**config.mk**
```make
export PLATFORM = sky130hd
export DESIGN_NAME = dsp_cmd_seq_flat
export DESIGN_NICKNAME = d
export VERILOG_FILES = /design/src/rtl/dsp_cmd_seq_if.sv /design/src/rtl/dsp_cmd_seq.sv /design/src/flat_wrapper.sv
export SDC_FILE = /design/constraint.sdc
export NUM_CORES = 1
export LEC_CHECK = 0
export CORE_MARGIN = 4
export CORE_UTILIZATION = 50
export DETAILED_ROUTE_END_ITERATION = 7
export GPL_ROUTABILITY_DRIVEN = 1
export PLACE_DENSITY = 0.81
export REMOVE_ABC_BUFFERS = 1
export SLEW_MARGIN = 20
export SYNTH_ARGS = -nofsm -noshare
export SYNTH_HDL_FRONTEND = slang
export SYNTH_SLANG_ARGS = --single-unit
```
**constraint.sdc**
```tcl
create_clock -name clk -period 12.85 [get_ports clk]
set_clock_uncertainty 0.15 [all_clocks]
set_input_delay 2.57 -clock clk [delete_from_list [all_inputs] [get_ports clk]]
set_output_delay 2.57 -clock clk [all_outputs]
set_load 0.005 [all_outputs]
```
**src/rtl/dsp_cmd_seq_if.sv**
```systemverilog
// Bundle of the sequencer's command, flush, DSP-slice and result signals.
// The slave modport is the sequencer's view. The master modport is the
// environment's view: control logic, slice and result consumer.
interface dsp_cmd_seq_if;
  logic        cmd_valid;
  logic        cmd_ready;
  logic [17:0] cmd_a;
  logic [17:0] cmd_b;
  logic [17:0] cmd_d;
  logic [47:0] cmd_c;
  logic [7:0]  cmd_opmode;
  logic        cmd_carryin;
  logic        flush;
  logic        flush_done;
  logic [17:0] dsp_a;
  logic [17:0] dsp_b;
  logic [17:0] dsp_d;
  logic [47:0] dsp_c;
  logic [7:0]  dsp_opmode;
  logic        dsp_carryin;
  logic        dsp_ce;
  logic        dsp_rst;
  logic [47:0] dsp_p;
  logic        dsp_carryout;
  logic        res_valid;
  logic        res_ready;
  logic [47:0] res_p;
  logic        res_carryout;

  modport slave (
    input  cmd_valid, cmd_a, cmd_b, cmd_d, cmd_c, cmd_opmode, cmd_carryin,
    output cmd_ready,
    input  flush,
    output flush_done,
    output dsp_a, dsp_b, dsp_d, dsp_c, dsp_opmode, dsp_carryin, dsp_ce, dsp_rst,
    input  dsp_p, dsp_carryout,
    output res_valid, res_p, res_carryout,
    input  res_ready
  );

  modport master (
    output cmd_valid, cmd_a, cmd_b, cmd_d, cmd_c, cmd_opmode, cmd_carryin,
    input  cmd_ready,
    output flush,
    input  flush_done,
    input  dsp_a, dsp_b, dsp_d, dsp_c, dsp_opmode, dsp_carryin, dsp_ce, dsp_rst,
    output dsp_p, dsp_carryout,
    input  res_valid, res_p, res_carryout,
    output res_ready
  );
endinterface

```
**src/rtl/dsp_cmd_seq.sv**
```systemverilog
// dsp_cmd_seq: command sequencer for a fully pipelined DSP48A1 slice.
//
// An accepted command is registered onto the slice inputs. A tag then
// follows it through a LATENCY-deep shift register. When the tag exits,
// the slice's P/carryout is pushed into a first-word-fall-through result
// FIFO. Credits (operations in flight plus FIFO occupancy) gate cmd_ready,
// so a push can never find the FIFO full.
//
// Optional feature macro: DSP_SEQ_STATS_EN. When it is defined, the port
// op_count is added. op_count counts result pops and saturates.
module dsp_cmd_seq #(
  parameter int LATENCY    = 4,
  parameter int FIFO_DEPTH = 4
) (
  input  logic         clk,
  input  logic         rst,
  dsp_cmd_seq_if.slave bus
`ifdef DSP_SEQ_STATS_EN
  ,
  output logic [15:0]  op_count
`endif
);

  localparam int PW = $clog2(FIFO_DEPTH);
  localparam int CW = PW + 1;
  localparam logic [CW:0] CREDITS = (CW + 1)'(FIFO_DEPTH);

  typedef enum logic [1:0] {ST_INIT, ST_RUN, ST_DRAIN} state_t;

  state_t        state_q;
  logic          init_cnt_q;
  logic          dsp_rst_q;
  logic          dsp_ce_q;
  logic          flush_done_q;

  logic [17:0]   dsp_a_q;
  logic [17:0]   dsp_b_q;
  logic [17:0]   dsp_d_q;
  logic [47:0]   dsp_c_q;
  logic [7:0]    dsp_op_q;
  logic          dsp_ci_q;

  // Bit 0 is the tag that travels with the dsp_* registers. Bits
  // 1..LATENCY follow the operation through the slice pipeline.
  logic [LATENCY:0] tag_q;
  logic [CW-1:0]    inflight_q;
  logic [CW-1:0]    count_q;
  logic [48:0]      mem_q [FIFO_DEPTH];
  logic [PW-1:0]    wr_ptr_q;
  logic [PW-1:0]    rd_ptr_q;

  logic          cmd_ready;
  logic          accept;
  logic          push;
  logic          pop;
  logic          res_valid;
  logic [CW:0]   used;

  assign used      = {1'b0, inflight_q} + {1'b0, count_q};
  assign cmd_ready = (state_q == ST_RUN) && (used < CREDITS);
  assign accept    = bus.cmd_valid && cmd_ready;
  assign push      = tag_q[LATENCY];
  assign res_valid = (count_q != '0);
  assign pop       = res_valid && bus.res_ready;

  assign bus.cmd_ready    = cmd_ready;
  assign bus.flush_done   = flush_done_q;
  assign bus.dsp_a        = dsp_a_q;
  assign bus.dsp_b        = dsp_b_q;
  assign bus.dsp_d        = dsp_d_q;
  assign bus.dsp_c        = dsp_c_q;
  assign bus.dsp_opmode   = dsp_op_q;
  assign bus.dsp_carryin  = dsp_ci_q;
  assign bus.dsp_ce       = dsp_ce_q;
  assign bus.dsp_rst      = dsp_rst_q;
  assign bus.res_valid    = res_valid;
  assign bus.res_p        = res_valid ? mem_q[rd_ptr_q][47:0] : 48'd0;
  assign bus.res_carryout = res_valid ? mem_q[rd_ptr_q][48] : 1'b0;

  // Control FSM: two-cycle slice reset, then run/drain with registered outputs
  always_ff @(posedge clk or posedge rst) begin
    if (rst) begin
      state_q      <= ST_INIT;
      init_cnt_q   <= 1'b0;
      dsp_rst_q    <= 1'b1;
      dsp_ce_q     <= 1'b0;
      flush_done_q <= 1'b0;
    end else begin
      flush_done_q <= 1'b0;
      case (state_q)
        ST_INIT: begin
          if (init_cnt_q) begin
            state_q   <= ST_RUN;
            dsp_rst_q <= 1'b0;
            dsp_ce_q  <= 1'b1;
          end else begin
            init_cnt_q <= 1'b1;
          end
        end
        ST_RUN: begin
          if (bus.flush) state_q <= ST_DRAIN;
        end
        ST_DRAIN: begin
          if (inflight_q == '0) begin
            flush_done_q <= 1'b1;
            state_q      <= ST_RUN;
          end
        end
        default: state_q <= ST_INIT;
      endcase
    end
  end

  // Stage p0: slice operand registers; bubbles drive zero
  always_ff @(posedge clk or posedge rst) begin
    if (rst) begin
      dsp_a_q  <= '0;
      dsp_b_q  <= '0;
      dsp_d_q  <= '0;
      dsp_c_q  <= '0;
      dsp_op_q <= '0;
      dsp_ci_q <= 1'b0;
    end else begin
      dsp_a_q  <= accept ? bus.cmd_a       : 18'd0;
      dsp_b_q  <= accept ? bus.cmd_b       : 18'd0;
      dsp_d_q  <= accept ? bus.cmd_d       : 18'd0;
      dsp_c_q  <= accept ? bus.cmd_c       : 48'd0;
      dsp_op_q <= accept ? bus.cmd_opmode  : 8'd0;
      dsp_ci_q <= accept ? bus.cmd_carryin : 1'b0;
    end
  end

  // Latency tags and in-flight count: enter on accept, leave on FIFO push
  always_ff @(posedge clk or posedge rst) begin
    if (rst) begin
      tag_q      <= '0;
      inflight_q <= '0;
    end else begin
      tag_q <= {tag_q[LATENCY-1:0], accept};
      case ({accept, push})
        2'b10:   inflight_q <= inflight_q + 1'b1;
        2'b01:   inflight_q <= inflight_q - 1'b1;
        default: inflight_q <= inflight_q;
      endcase
    end
  end

  // Result FIFO: captures slice output as the tag exits; credits prevent overflow
  always_ff @(posedge clk or posedge rst) begin
    if (rst) begin
      for (int i = 0; i < FIFO_DEPTH; i++) mem_q[i] <= '0;
      wr_ptr_q <= '0;
      rd_ptr_q <= '0;
      count_q  <= '0;
    end else begin
      if (push) begin
        mem_q[wr_ptr_q] <= {bus.dsp_carryout, bus.dsp_p};
        wr_ptr_q        <= wr_ptr_q + 1'b1;
      end
      if (pop) rd_ptr_q <= rd_ptr_q + 1'b1;
      case ({push, pop})
        2'b10:   count_q <= count_q + 1'b1;
        2'b01:   count_q <= count_q - 1'b1;
        default: count_q <= count_q;
      endcase
    end
  end

`ifdef DSP_SEQ_STATS_EN
  logic [15:0] op_count_q;

  function automatic logic [15:0] sat_inc16(input logic [15:0] v);
    return (v == 16'hFFFF) ? v : v + 16'd1;
  endfunction

  assign op_count = op_count_q;

  // Pop statistics: saturating count of consumed results
  always_ff @(posedge clk or posedge rst) begin
    if (rst) op_count_q <= '0;
    else if (pop) op_count_q <= sat_inc16(op_count_q);
  end
`endif

endmodule
```
**src/flat_wrapper.sv**
```systemverilog
// flat-port wrapper written by rule: the top's interface ports become plain ports
module dsp_cmd_seq_flat 
#(
  parameter int LATENCY    = 4,
  parameter int FIFO_DEPTH = 4
)
  (clk, rst, bus_cmd_valid, bus_cmd_a, bus_cmd_b, bus_cmd_d, bus_cmd_c, bus_cmd_opmode, bus_cmd_carryin, bus_cmd_ready, bus_flush, bus_flush_done, bus_dsp_a, bus_dsp_b, bus_dsp_d, bus_dsp_c, bus_dsp_opmode, bus_dsp_carryin, bus_dsp_ce, bus_dsp_rst, bus_dsp_p, bus_dsp_carryout, bus_res_valid, bus_res_p, bus_res_carryout, bus_res_ready);
  dsp_cmd_seq_if bus_i ();
  input  logic clk;
  input  logic rst;
  input wire logic [$bits(bus_i.cmd_valid)-1:0] bus_cmd_valid;
  input wire logic [$bits(bus_i.cmd_a)-1:0] bus_cmd_a;
  input wire logic [$bits(bus_i.cmd_b)-1:0] bus_cmd_b;
  input wire logic [$bits(bus_i.cmd_d)-1:0] bus_cmd_d;
  input wire logic [$bits(bus_i.cmd_c)-1:0] bus_cmd_c;
  input wire logic [$bits(bus_i.cmd_opmode)-1:0] bus_cmd_opmode;
  input wire logic [$bits(bus_i.cmd_carryin)-1:0] bus_cmd_carryin;
  output wire logic [$bits(bus_i.cmd_ready)-1:0] bus_cmd_ready;
  input wire logic [$bits(bus_i.flush)-1:0] bus_flush;
  output wire logic [$bits(bus_i.flush_done)-1:0] bus_flush_done;
  output wire logic [$bits(bus_i.dsp_a)-1:0] bus_dsp_a;
  output wire logic [$bits(bus_i.dsp_b)-1:0] bus_dsp_b;
  output wire logic [$bits(bus_i.dsp_d)-1:0] bus_dsp_d;
  output wire logic [$bits(bus_i.dsp_c)-1:0] bus_dsp_c;
  output wire logic [$bits(bus_i.dsp_opmode)-1:0] bus_dsp_opmode;
  output wire logic [$bits(bus_i.dsp_carryin)-1:0] bus_dsp_carryin;
  output wire logic [$bits(bus_i.dsp_ce)-1:0] bus_dsp_ce;
  output wire logic [$bits(bus_i.dsp_rst)-1:0] bus_dsp_rst;
  input wire logic [$bits(bus_i.dsp_p)-1:0] bus_dsp_p;
  input wire logic [$bits(bus_i.dsp_carryout)-1:0] bus_dsp_carryout;
  output wire logic [$bits(bus_i.res_valid)-1:0] bus_res_valid;
  output wire logic [$bits(bus_i.res_p)-1:0] bus_res_p;
  output wire logic [$bits(bus_i.res_carryout)-1:0] bus_res_carryout;
  input wire logic [$bits(bus_i.res_ready)-1:0] bus_res_ready;
  assign bus_i.cmd_valid = bus_cmd_valid;
  assign bus_i.cmd_a = bus_cmd_a;
  assign bus_i.cmd_b = bus_cmd_b;
  assign bus_i.cmd_d = bus_cmd_d;
  assign bus_i.cmd_c = bus_cmd_c;
  assign bus_i.cmd_opmode = bus_cmd_opmode;
  assign bus_i.cmd_carryin = bus_cmd_carryin;
  assign bus_cmd_ready = bus_i.cmd_ready;
  assign bus_i.flush = bus_flush;
  assign bus_flush_done = bus_i.flush_done;
  assign bus_dsp_a = bus_i.dsp_a;
  assign bus_dsp_b = bus_i.dsp_b;
  assign bus_dsp_d = bus_i.dsp_d;
  assign bus_dsp_c = bus_i.dsp_c;
  assign bus_dsp_opmode = bus_i.dsp_opmode;
  assign bus_dsp_carryin = bus_i.dsp_carryin;
  assign bus_dsp_ce = bus_i.dsp_ce;
  assign bus_dsp_rst = bus_i.dsp_rst;
  assign bus_i.dsp_p = bus_dsp_p;
  assign bus_i.dsp_carryout = bus_dsp_carryout;
  assign bus_res_valid = bus_i.res_valid;
  assign bus_res_p = bus_i.res_p;
  assign bus_res_carryout = bus_i.res_carryout;
  assign bus_i.res_ready = bus_res_ready;
  dsp_cmd_seq #(.LATENCY(LATENCY), .FIFO_DEPTH(FIFO_DEPTH)) u_core (.clk(clk), .rst(rst), .bus(bus_i));
endmodule
```
==> summary.txt, run 1 <==
status: completed
startpoint of the most critical register-to-register path: u_core.inflight_q[2]$_DFFE_PP0P_
sequential cell area: 8210 um2
clock buffers created by TritonCTS: 36
insertion delay of the later-clocked pin in the worst-skew pair: 0.50 ns
maximum number of pins on one net before global-route repair: 115
share of async-settable or async-resettable flops after synthesis: 100%
crit path DAT: 3.03 ns
final-report setup violation count: 0
mean area per synthesized cell: 15.6 um2
clk slew on worst S/H paths: 0.06 ns
Pwr Total: 4.32 mW
row cnt: 59
worst reg2reg setup slack: 9.76 ns
CTS tree: done
beginning of the critical path: u_core.rd_ptr_q[0]$_DFFE_PP0N_
share of layout cells above drive strength 1: 27.4%
EDFF count, synth: 0
setup repair after global routing missed its margin: no
width of the chip: 172 um
transition at the pin with the smallest max-transition slack: 0.973 ns
data required time of the critical path: 10.13 ns
height of the die: 172 um
final number of hold-violating endpoints: 0
detailed-route via count: 8236
Slew Limit Fails: 0
logic depth of the worst register-to-register path: 11
Final Instance Count excl. Fillers: 1535
via count normalized by instance count: 5.37
synthesized cell area: 13400 um2
achievable clock frequency: 174 MHz
global-route usage over all layers: 21.6%
filler cell count: 1772
Starting Density: 51.0%
Setup crit end: bus_res_p[5]
endpoint class of the critical path: output pin
P per Cell Area: 239 nW/um2
proportion of synthesized chip area in sequential cells: 61.4%
#FFs+latches synth: 328
# Post-CTS Setup Buffers: 0
first drt pass iteration count: 4
post-layout min period: 5.75 ns
predominant post-synthesis flop cell: dfrtp_1
Yosys Warn Count: 0
number of global-route vias before repair: 8891
antenna violations before repair: 1
ports placed on the boundary: 330
Max H-tree Level: 2
number of cells upsized or downsized after cts: 0
number of buffers added on ports: 329
final estimated routing congestion in global placement: 0.831
Setup Total Neg Slack: 0 ns
post-synthesis to final-layout area growth: 35.0%
most frequent cells in the layout: clkdlybuf4s50_1, dfrtp_1, mux2_2, and3_1, and2_1
net count of the finished layout: 1347
antenna-violating nets left: 0
number of placed instances with taps included: 1468
share of the cycle needed by the critical path after routing: 44.7%
final routed wirelength across all metal layers: 32200 um
number of violations reported at the end of detailed-routing iteration 0: 488
area enclosed by the die boundary: 29400 um2
Syn Inst Count: 856
reg2reg end: u_core.inflight_q[2]$_DFFE_PP0P_
crit start category: flip-flop
routed wirelength normalized by instance count: 21.0 um
most common cell after layout, fill and taps aside: clkdlybuf4s50_1
global-route wire length before repair: 49100 um
number of buffers inserted by hold repair at cts: 0
area of the core: 26200 um2
footprint of the multi-input gates: 4710 um2
clock net sink count: 328
Worst slew margin: 35.1%
P_leak: 8.12 nW
worst hold-check path type: flip-flop to flip-flop
half-perimeter wire length after detailed placement: 21400 um
number of buffers on the longest clock path: 3
crit path max fanout: 46
peak supply drop: 0.137 mV
Hold Startpoint: u_core.tag_q[1]$_DFF_PP0_
root buffer cell: clkbuf_16
path type of the worst setup path: flip-flop to output pin
max capacitance violation total: 0
number of distinct library cells after synthesis: 35
hold slack final: 0.190 ns
total global routing overflow: 0
Remaining DRCs: 0
==> worst min-delay path by stage <==
| stage | endpoint | slack (ns) | cells after the start |
|---|---|---|---|
| floorplan | u_core.tag_q[1]$_DFF_PP0_ | 0.18 | 0 |
| global placement | u_core.tag_q[4]$_DFF_PP0_ | 0.18 | 0 |
| detailed placement | u_core.tag_q[2]$_DFF_PP0_ | 0.18 | 0 |
| CTS | u_core.tag_q[2]$_DFF_PP0_ | 0.19 | 0 |
| global route | u_core.tag_q[2]$_DFF_PP0_ | 0.21 | 0 |
| finish | u_core.tag_q[2]$_DFF_PP0_ | 0.19 | 0 |
==> registers in the layout (all words and copies together) (netlist names) <==
| signal | count |
|---|---|
| u_core.mem_q | 196 |
| u_core.bus.dsp_c | 48 |
| u_core.bus.dsp_a | 18 |
| u_core.bus.dsp_b | 18 |
| u_core.bus.dsp_d | 18 |
| u_core.bus.dsp_opmode | 8 |
| u_core.tag_q | 5 |
| u_core.count_q | 3 |
| u_core.inflight_q | 3 |
| u_core.rd_ptr_q | 2 |
| u_core.state_q | 2 |
| u_core.wr_ptr_q | 2 |
| u_core.bus.dsp_carryin | 1 |
| u_core.bus.dsp_ce | 1 |
| u_core.bus.dsp_rst | 1 |
| u_core.bus.flush_done | 1 |
| u_core.init_cnt_q | 1 |
==> through the flow <==
step	util, %	setup slack (ns)	instance area, um2
5_1_grt	68.9	6.88	18100
3_5_place_dp	64.0	7.09	16800
4_1_cts	68.8	6.99	18000
2_1_floorplan	-	1.05	12900
3_3_place_gp	64.0	7.14	16800
6_report	68.9	7.10	18100
==> layer usage <==
| metal | GRT usage (%) | vias to the layer above | routed length [um] |
|---|---|---|---|
| met2 | 37.6 | 284 | 16300 |
| met5 | 0 | - | 0 |
| met4 | 9.13 | 0 | 1480 |
| met1 | 24.9 | 4210 | 12000 |
| li1 | - | 3674 | - |
| met3 | 6.60 | 68 | 2490 |
==> cell type report <==
class,count,area share (%)
clock buffer,58,6.12
clock inverter,7,0.804
tap,335,2.32
antenna,1,0.0139
sequential,328,45.5
multi-input combinational,454,26.1
timing repair buffer,342,18.9
inverter,10,0.250
==> cells in the mapped netlist (4+ instances only) <==
cell type	number	area share, %
and2_1	50	2.3
and3_1	108	5.1
and3_2	4	0.22
buf_2	21	0.79
buf_4	4	0.22
buf_6	6	0.51
buf_8	6	0.67
clkbuf_1	21	0.59
clkbuf_2	5	0.19
dfrtp_1	327	61
ha_1	8	0.75
inv_1	10	0.28
mux2_2	196	17
mux4_2	49	8.3
nand2_1	7	0.20
xor2_1	6	0.39
==> critical path, stage by stage, from the launching register on <==
cell	delay (ns)
dfrtp_4	0.47
buf_4	0.76
mux4_2	0.60
and2_1	0.19
clkdlybuf4s50_1	0.45
==> cell families after synthesis <==
logic type / synth area share, %
DFF: 61.4
muxes: 24.8
and+or+nand+nor: 8.47
buffers and inverters: 3.40
adders and majority gates: 1.05
xor gates and xnor gates: 0.590
AOI/OAI and AO/OA: 0.234
==> power by group <==
group / leakage [nW] / internal, mW / switching (mW)
registers: 4.07 / 1.43 / 0.193
logic: 3.44 / 1.06 / 0.573
clock network: 0.607 / 0.669 / 0.395
Note: power is estimated with default switching activity, not from simulation.
==> run 2: changes to the inputs <==
--- a/config.mk
+++ b/config.mk
@@ -6,10 +6,10 @@
 export NUM_CORES = 1
 export LEC_CHECK = 0
 export CORE_MARGIN = 4
-export CORE_UTILIZATION = 50
+export CORE_UTILIZATION = 45
 export DETAILED_ROUTE_END_ITERATION = 7
 export GPL_ROUTABILITY_DRIVEN = 1
-export PLACE_DENSITY = 0.81
+export PLACE_DENSITY = 0.77
 export REMOVE_ABC_BUFFERS = 1
 export SLEW_MARGIN = 20
 export SYNTH_ARGS = -nofsm -noshare
==> constraint.sdc (replaced) <==
create_clock -name clk -period 4.8 [get_ports clk]
set_clock_uncertainty 0.15 [all_clocks]
set_input_delay 0.96 -clock clk [delete_from_list [all_inputs] [get_ports clk]]
set_output_delay 0.96 -clock clk [all_outputs]
set_load 0.005 [all_outputs]
==> summary.txt, run 2 (same netlist as run 1, synthesis figures left out) <==
status: completed (unchanged)
share of the cycle needed by the critical path after routing: 80.2%
via count normalized by instance count: 5.23 (was 5.37)
number of violations reported at the end of detailed-routing iteration 0: 361 (was 488)
Final Instance Count excl. Fillers: 1588 (was 1535)
endpoint class of the critical path: output pin (unchanged)
root buffer cell: clkbuf_16 (unchanged)
sequential cell area: 8210 um2 (unchanged)
share of layout cells above drive strength 1: 28.0% (was 27.4%)
NetSw: 3.15 mW (was 1.16 mW)
final routed wirelength across all metal layers: 33900 um (was 32200 um)
achievable clock frequency: 260 MHz
antenna-violating nets left: 0 (unchanged)
total global routing overflow: 0 (unchanged)
half-perimeter wire length after detailed placement: 23500 um (was 21400 um)
final estimated routing congestion in global placement: 0.836 (was 0.831)
row cnt: 62 (was 59)
area enclosed by the die boundary: 32500 um2 (was 29400 um2)
number of buffers on the longest clock path: 3 (unchanged)
crit path max fanout: 34 (was 46)
largest reg by FF count: u_core.mem_q (unchanged)
Slew Limit Fails: 0 (unchanged)
insertion delay of the later-clocked pin in the worst-skew pair: 0.50 ns (about the same)
most frequent cells in the layout: clkdlybuf4s50_1, dfrtp_1, mux2_2, and3_1, and2_1 (unchanged)
number of buffers inserted by hold repair at cts: 0 (unchanged)
Max H-tree Level: 2 (unchanged)
clock buffers created by TritonCTS: 36 (unchanged)
global-route wire length before repair: 53100 um (was 49100 um)
clock net sink count: 328 (unchanged)
transition at the pin with the smallest max-transition slack: 0.956 ns (was 0.973 ns)
peak supply drop: 0.306 mV (was 0.137 mV)
Worst slew margin: 36.0% (was 35.1%)
ports placed on the boundary: 330 (unchanged)
P_leak: 8.13 nW (was 8.12 nW)
P per Cell Area: 634 nW/um2 (was 239 nW/um2)
Remaining DRCs: 0 (unchanged)
flip-flop count of the largest register after layout: 196 (unchanged)
area of the core: 29000 um2 (was 26200 um2)
worst hold-check path type: flip-flop to flip-flop (unchanged)
number of placed instances with taps included: 1523 (was 1468)
global-route usage over all layers: 20.7% (was 21.6%)
post-layout worst setup margin: 0.948 ns (was 7.10 ns)
max capacitance violation total: 0 (unchanged)
path type of the worst setup path: flip-flop to output pin (unchanged)
routed wirelength normalized by instance count: 21.4 um (was 21.0 um)
Starting Density: 46.1% (was 51.0%)
post-layout min period: 3.85 ns
data required time of the critical path: 3.69 ns (was 10.13 ns)
final-report setup violation count: 0 (unchanged)
setup repair after global routing missed its margin: no (unchanged)
net count of the finished layout: 1352 (was 1347)
number of cells upsized or downsized after cts: 0 (unchanged)
filler cell count: 2167 (was 1772)
detailed-route via count: 8304 (was 8236)
height of the die: 180 um (was 172 um)
Pwr Total: 11.5 mW (was 4.32 mW)
width of the chip: 180 um (was 172 um)
share of total power in combinational logic: 37.7% (was 37.8%)
register share of total power: 38.5% (was 37.6%)
first drt pass iteration count: 4 (unchanged)
number of buffers added on ports: 329 (unchanged)
# Post-CTS Setup Buffers: 0 (unchanged)
footprint of the multi-input gates: 4710 um2 (unchanged)
antenna violations before repair: 2 (was 1)
CTS tree: done (unchanged)
most common cell after layout, fill and taps aside: clkdlybuf4s50_1 (unchanged)
maximum number of pins on one net before global-route repair: 124 (was 115)
internal power consumption: 8.32 mW (was 3.16 mW)
worst slack, placed: 1.45 ns (was 7.09 ns)
clk slew on worst S/H paths: 0.06 ns (about the same)
switching share of power: 27.5% (was 26.9%)
final number of hold-violating endpoints: 0 (unchanged)
post-synthesis to final-layout area growth: 35.4% (was 35.0%)
crit path DAT: 2.74 ns (was 3.03 ns)
crit start category: flip-flop (unchanged)
clock network power share: 23.8% (was 24.7%)
number of global-route vias before repair: 9138 (was 8891)
-- run 2: cell types whose count changed in the layout (fill, tap and decap cells not counted), moves of 2 or more --
cell,previous run,this run
clkbuf_1,11,5
buf_4,12,15
clkbuf_8,10,8
bufinv_16,4,2
buf_12,0,3
clkinv_2,0,8
diode_2,1,3
-- run 2: routing by layer --
layer  vias up  global-route usage, %  wire length [um]
met2       281                   35.9             17000
met1      4259                   24.1             12800
li1       3693                      -                 -
met4         0                   7.80              1430
met5         -                      0                 0
met3        71                   6.42              2680
-- run 2: power by group through the flow --
stage / logic [mW] / registers, mW / clock network [mW]
final: 4.33 / 4.41 / 2.72
after detailed placement: 4.39 / 4.46 / 0
after global routing: 4.71 / 4.54 / 2.89
after global placement: 4.29 / 4.43 / 0
after CTS: 4.41 / 4.42 / 2.79
after floorplan: 2.40 / 4.37 / 0
-- run 2: worst paths after layout --
check                                                  from                                to  slack [ns]  depth (start not counted)
max                          u_core.rd_ptr_q[0]$_DFFE_PP0N_                     bus_res_p[46]        0.95                          4
min                               u_core.tag_q[3]$_DFF_PP0_         u_core.tag_q[4]$_DFF_PP0_        0.19                          0
max reg2reg                u_core.inflight_q[2]$_DFFE_PP0P_  u_core.inflight_q[2]$_DFFE_PP0P_        1.71                         11
min reg2reg                       u_core.tag_q[3]$_DFF_PP0_         u_core.tag_q[4]$_DFF_PP0_        0.19                          0
max in group asynchronous                               rst      u_core.mem_q[21]$_DFFE_PP0P_        2.58                          3
min in group asynchronous                               rst     u_core.mem_q[103]$_DFFE_PP0P_        0.84                          2
-- run 2: layout make-up --
cell class                      count  share of cell area, %
Sequential cell                   328                   45.4
Multi-Input combinational cell    454                   26.1
Timing Repair Buffer              347                   19.1
Clock buffer                       50                   5.83
Tap cell                          384                   2.66
Clock inverter                     12                  0.650
Inverter                           10                  0.249
Antenna cell                        3                 0.0415
-- run 2: through the flow --
stage / util [%] / instance area, um2 / hold slack (ns) / TNS (ns)
final: 62.4 / 18100 / 0.195 / 0
after global routing: 62.4 / 18100 / 0.199 / 0
after CTS: 62.3 / 18100 / 0.192 / 0
after detailed placement: 58.3 / 16900 / 0.186 / 0
after global placement: 58.3 / 16900 / 0.185 / 0
after floorplan: - / 12900 / 0.181 / -1765.78
-- run 2: worst max-delay path, cell delays in order (launching register included) --
cell             delay [ns]
dfrtp_4                0.69
buf_12                 0.33
mux4_2                 0.55
and2_1                 0.20
clkdlybuf4s50_1        0.46
